--- src/rtl/booth_control.sv ---
// booth_control: sequencing FSM for a radix-2 Booth multiplier datapath
module booth_control #(
  parameter int N     = 4,
  parameter int CNT_W = 3
) (
  input  logic clk,
  input  logic reset,
  input  logic start,
  input  logic q0,
  input  logic q_1,
  output logic ResetA,
  output logic CargaA,
  output logic DesplazaA,
  output logic CargaQ,
  output logic DesplazaQ,
  output logic CargaM,
  output logic resta,
  output logic busy,
  output logic fin
);
  typedef enum logic [2:0] {IDLE, LOAD, TEST, ADD, SUB, SHIFT, DONE} state_t;
  state_t state, nxt;
  logic [CNT_W-1:0] cnt, cnt_nxt;
  // next state and iteration count; unknown encodings fall back to IDLE
  always_comb begin
    nxt = IDLE;
    cnt_nxt = cnt;
    case (state)
      IDLE: nxt = start ? LOAD : IDLE;
      LOAD: begin
        nxt = TEST;
        cnt_nxt = CNT_W'(N);
      end
      TEST: nxt = (q0 & ~q_1) ? SUB : (~q0 & q_1) ? ADD : SHIFT;
      ADD, SUB: nxt = SHIFT;
      SHIFT: begin
        nxt = (cnt == CNT_W'(1)) ? DONE : TEST;
        cnt_nxt = (cnt != '0) ? cnt - 1'b1 : cnt;
      end
      DONE: nxt = IDLE;
      default: nxt = IDLE;
    endcase
  end
  // state, counter and strobes registered together; strobes decode the next state so they track the state register exactly
  always_ff @(posedge clk or negedge reset) begin
    if (!reset) begin
      state <= IDLE;
      cnt <= '0;
      {ResetA, CargaA, DesplazaA, CargaQ, DesplazaQ, CargaM, resta, busy, fin} <= '0;
    end else begin
      state <= nxt;
      cnt <= cnt_nxt;
      ResetA <= nxt == LOAD;
      CargaA <= nxt == ADD || nxt == SUB;
      DesplazaA <= nxt == SHIFT;
      CargaQ <= nxt == LOAD;
      DesplazaQ <= nxt == SHIFT;
      CargaM <= nxt == LOAD;
      resta <= nxt == SUB;
      busy <= nxt != IDLE;
      fin <= nxt == DONE;
    end
  end
endmodule

--- config.mk ---
export PLATFORM = sky130hd
export DESIGN_NAME = booth_control
export DESIGN_NICKNAME = d
export VERILOG_FILES = /design/src/rtl/booth_control.sv
export SDC_FILE = /design/constraint.sdc
export NUM_CORES = 1
export LEC_CHECK = 0
export CAP_MARGIN = 20
export CORE_UTILIZATION = 48
export CTS_CLUSTER_SIZE = 16
export DETAILED_ROUTE_END_ITERATION = 12
export DONT_BUFFER_PORTS = 1
export PLACE_DENSITY = 0.69
export SYNTH_ARGS = -nofsm -noshare
export SYNTH_HDL_FRONTEND = slang
export SYNTH_SLANG_ARGS = --single-unit
--- constraint.sdc ---
create_clock -name clk -period 2.1 [get_ports clk]
set_input_delay 0.21 -clock clk [delete_from_list [all_inputs] [get_ports clk]]
set_output_delay 0.21 -clock clk [all_outputs]
set_load 0.01 [all_outputs]
Yosys cells after proc, flatten, opt, wreduce, memory -nomap -nowiden
Cells that the tools add are included.
- register bits: 12
- logic and storage cells: 39
- add/subtract/negate cells: 1
- equality and inequality tests: 12
- mux-type cells: 7
- bitwise logic cells: 4
- reductions and logical operators: 7
- operators with widths (kind ; number):
    3-bit == test, second input constant ; 5
    3-bit case mux with 5 select lines ; 1
    3-bit 2-to-1 mux ; 4
    3-bit by 1-bit == test with 1-bit output, second input constant ; 3
    3-bit by 2-bit == test with 1-bit output, second input constant ; 3
    3-bit case mux with 2 select lines ; 1
    3-bit nonzero test ; 2
    3-bit logical NOT ; 1
    3-bit by 1-bit subtractor with 3-bit output, second input constant ; 1
    1-bit bitwise AND ; 2
    2-bit inequality test, second input constant ; 1
    1-bit NOT ; 2
    2-bit AND reduction ; 1
    2-bit nonzero test ; 1
    2-bit OR reduction ; 1
    1-bit logical OR ; 1
    1-bit 2-to-1 mux ; 1

Longest topological paths before layout
- word-level depth: 7
- gate-level depth with buffers: 5
- mapped depth without buffers: 5

Worst setup path before layout
OpenSTA, ideal clock, no wires.
- path kind: reg-to-reg
- from: reg cnt[0]
- to: reg cnt[0]
- library setup time: 0.126 ns
- arrival: 1.171 ns
- path slack: 0.803 ns
- cell stages (with the launch flop): 6
- path buffers: 0
- cells stage by stage: dfrtp_1 > inv_1 > ha_1 > nor2b_1 > nor4b_1 > a311o_1
- longest elaborated chain between the ends: 3
- elaborated cells between the ends (all ways): 6
- RTL lines (what ; RTL line ; text):
    start, declared ; 23 ; logic [CNT_W-1:0] cnt, cnt_nxt;
    start signal, assigned ; 52 ; cnt <= cnt_nxt;
    3-bit by 1-bit subtractor with 3-bit output / 3-bit nonzero test (equally long branches) ; 38 ; cnt_nxt = (cnt != '0) ? cnt - 1'b1 : cnt;
    3-bit 2-to-1 mux / 2-bit inequality test (equally long branches) ; n/a ;
    3-bit case mux with 2 select lines / 2-bit AND reduction (equally long branches) ; n/a ;
Several ways; a longest one is shown, not always the timed one. The select of a mux whose other input is x is not followed.
A chain may end at the register's enable or synchronous reset.

Worst setup path after layout
Same ends and word-level chain as after synthesis.

==> impl_metrics.env <==
export IMPL_run_status="finished, final reports clean"
export IMPL_area_of_the_mapped_netlist_um2=636
export IMPL_synth_seq_area_share=0.472
export IMPL_num_vias=402
export IMPL_floorplan_initialDensity=0.543
export IMPL_synthesis_area_per_instance_um2=10.4
export IMPL_clockBufferDepth=2
export IMPL_routed_wire_length_per_instance_um=14.0
export IMPL_numCtsBuffers=3
export IMPL_origin_of_the_critical_flop_to_flop_path="cnt[0]"
export IMPL_drc=0
export IMPL_p_int_mw=0.542
export IMPL_antenna_violating_nets_post_route=0
export IMPL_vdd_ir_drop_max_uv=607
export IMPL_fin_setup_tns_ps=0
export IMPL_fin_worst_skew_ps=3.69
export IMPL_die_width_um=38.4
export IMPL_antennaDiodeCount=0
export IMPL_fin_ws_ps=695
export IMPL_area_growth_syn_to_layout_pct=0.197
export IMPL_dp_hpwl_um=753
export IMPL_drtPass1Iterations=4
export IMPL_numPortBuffers=0
export IMPL_fmax_mhz=712
export IMPL_postCtsSetupRepairBufs=0
export IMPL_crit_arrival_ps=1550
export IMPL_start_kind="register"
export IMPL_routed_via_density=5.51
export IMPL_sw_frac_of_total=0.405
export IMPL_p_per_area_nw_per_um2=1430
export IMPL_antenna_found_initial=0
export IMPL_yosys_warnings=0
export IMPL_clock_sinks=12
export IMPL_post_route_min_period_ps=1400
export IMPL_nFillCells=104
export IMPL_cts_clk_slew_worst_paths_ps=70
export IMPL_rows=12
export IMPL_global_route_usage_total=0.187
export IMPL_setup_viol=0
export IMPL_hold_violation_count_in_the_final_report=0
export IMPL_grt_pass1_vias=412
export IMPL_timing_critical_path_cells="inv_1 > ha_1 > nor2b_1 > nor4b_1 > a311o_1"
export IMPL_family_with_the_most_delay_on_the_worst_path="flip-flops"
export IMPL_synth_cells_most_frequent="12 x sky130_fd_sc_hd__dfrtp_1, 7 x sky130_fd_sc_hd__nor2_1, 5 x sky130_fd_sc_hd__buf_4"
export IMPL_setup_reg_to_reg_worst_slack_ps=700
export IMPL_synth_largest_type_area_fraction=0.472
export IMPL_synth_enable_flop_cells=0
export IMPL_cp_buffers_inverters=1
export IMPL_syn_nets=69
export IMPL_layout_worst_path_cycle_share=0.669
export IMPL_yosys_register_bits=12
export IMPL_cts_tree="built"
export IMPL_dr_first_iter_drc_count=5
export IMPL_cts_root_buf="sky130_fd_sc_hd__clkbuf_4"
export IMPL_timing_setup_critical_path_class="reg -> reg"
export IMPL_postSynthCellCount=61
export IMPL_timing_critical_path_depth=5
export IMPL_maximum_number_of_pins_on_one_net_before_global_route_repair=14
export IMPL_grt_overflow_total=0
export IMPL_rsz0062_at_grt="no"
export IMPL_maxSlewHeadroom=0.645
export IMPL_min_path_type="in -> reg"
export IMPL_hold_path_startpoint="q_1"
export IMPL_fin_total_pwr_mw=0.912
export IMPL_maxCapViolCount=0
export IMPL_crit_fanout=4
export IMPL_p_sw_mw=0.369
export IMPL_critical_path_max_stage_delay_ps=410
export IMPL_seqPwrFrac=0.498
export IMPL_critical_path_startpoint="cnt[0]"
export IMPL_drive_above_1_share=0.0847
export IMPL_slew_viol_final=0
export IMPL_synth_top_cells_by_area="sky130_fd_sc_hd__dfrtp_1 47%, sky130_fd_sc_hd__buf_4 5.9%, sky130_fd_sc_hd__ha_1 5.9%"
export IMPL_htreeDepth=1
export IMPL_slew_at_the_pin_with_the_worst_max_slew_slack_ps=531
export IMPL_final_nets=69
export IMPL_cp_required_ps=2250
export IMPL_yosys_cell_count_top_type="sky130_fd_sc_hd__dfrtp_1"
export IMPL_logic_pwr_share=0.351
export IMPL_wirelength_routed_um=1020
export IMPL_floorplan_core_area_um2=1170
export IMPL_cell_with_the_largest_stage_delay_on_the_worst_path="sky130_fd_sc_hd__dfrtp_1"
export IMPL_routabilityCongestion=0.819
export IMPL_cellLeakagePower_nw=0.279
export IMPL_ios=14
export IMPL_synth_cell_types=26
export IMPL_hold_path_depth=2
export IMPL_place_worst_setup_slack_ps=690
export IMPL_worst_r2r_cell_count=5
export IMPL_ys_async_sr_fraction=1.00
export IMPL_clkLatencyLatePin_ps=260
export IMPL_yosys_most_used_dff="sky130_fd_sc_hd__dfrtp_1"
export IMPL_die_y_um=38.4
export IMPL_worst_setup_path_end_kind="register"
export IMPL_synth_area_leader="sky130_fd_sc_hd__dfrtp_1"
export IMPL_die_area_um2=1470
export IMPL_grt_pass1_wl_um=1790
export IMPL_clock_power_share=0.151
-- flip-flops by register name (all words and copies together) (netlist names) --
| register | count |
|---|---|
| cnt | 3 |
| resta | 1 |
| state | 3 |
| fin | 1 |
| CargaM | 1 |
| DesplazaQ | 1 |
| CargaA | 1 |
| busy | 1 |
-- final cells by class --
class,count,area [um2],share of cell area
Sequential cell,12,300,0.472
Tap cell,14,17.5,0.0275
Inverter,2,7.51,0.0118
Clock buffer,3,22.5,0.0354
Timing Repair Buffer,1,10.0,0.0157
Multi-Input combinational cell,41,279,0.438
-- repair_timing --
action                    4_1_cts  5_1_grt
hold buffers                    1        0
hold endpoints to repair       12        0
gates resized for setup         0        0
-- per-stage QoR --
| step | util | cell area [um2] | std cells | hold slack (ps) |
|---|---|---|---|---|
| after floorplan | - | 636 | 61 | -85.6 |
| after global placement | 0.516 | 604 | 69 | -85.4 |
| after detailed placement | 0.516 | 604 | 69 | -85.3 |
| after CTS | 0.544 | 637 | 73 | 117 |
| after global routing | 0.544 | 637 | 73 | 103 |
| final | 0.544 | 637 | 73 | 120 |
-- cell usage in the layout (no fill, tap or decap), drive strengths merged, types with 2 or more instances in the layout --
| master | Yosys | routed |
|---|---|---|
| ha | 3 | 3 |
| nor4b | 2 | 2 |
| nor2 | 7 | 7 |
| nand2 | 4 | 4 |
| clkbuf | 0 | 3 |
| a21boi | 2 | 2 |
| dfrtp | 12 | 12 |
| nand2b | 4 | 4 |
| inv | 2 | 2 |
| a21oi | 2 | 2 |
| nor2b | 2 | 2 |
| o21ai | 4 | 4 |
-- worst register-to-register path: stages, from the launching register on --
cell                      delay [ps]
sky130_fd_sc_hd__dfrtp_1         410
sky130_fd_sc_hd__inv_1           100
sky130_fd_sc_hd__ha_1            170
sky130_fd_sc_hd__nor2b_1         260
sky130_fd_sc_hd__nor4b_1          90
sky130_fd_sc_hd__a311o_1         270
-- worst paths after layout --
check,end
min reg2reg,cnt[2]
max in group asynchronous,busy
min in group asynchronous,DesplazaQ
max reg2reg,cnt[0]
max,cnt[0]
min,state[1]
-- routing by layer --
metal | routed length [um] | vias to the layer above | part of all wire | global-route usage
met5 | 0 | - | 0 | 0
met1 | 495 | 186 | 0.49 | 0.232
met4 | 11 | 0 | 0.011 | 0.103
met2 | 472 | 11 | 0.46 | 0.275
met3 | 39 | 2 | 0.038 | 0.0698
li1 | - | 203 | - | -
-- kinds of logic (layout without fill, tap and decap cells) --
kind of cell / after synthesis / in the layout / share of synthesized area
AO/OA/AOI/OAI: 14 / 14 / 0.158
buffers and inverters: 8 / 6 / 0.0886
flip-flops: 12 / 12 / 0.472
adder cells (fa/ha/maj): 3 / 3 / 0.0591
AND/OR/NAND/NOR: 23 / 23 / 0.209
XOR/XNOR: 1 / 1 / 0.0138
-- power by group through the flow --
stage / registers [mW] / logic [mW] / clock network, mW
global placement: 0.456 / 0.307 / 0
floorplan: 0.376 / 0.397 / 0
CTS: 0.454 / 0.325 / 0.142
finish: 0.454 / 0.320 / 0.138
detailed placement: 0.457 / 0.318 / 0
global route: 0.476 / 0.377 / 0.153
Note: power is estimated with default switching activity, not from simulation.
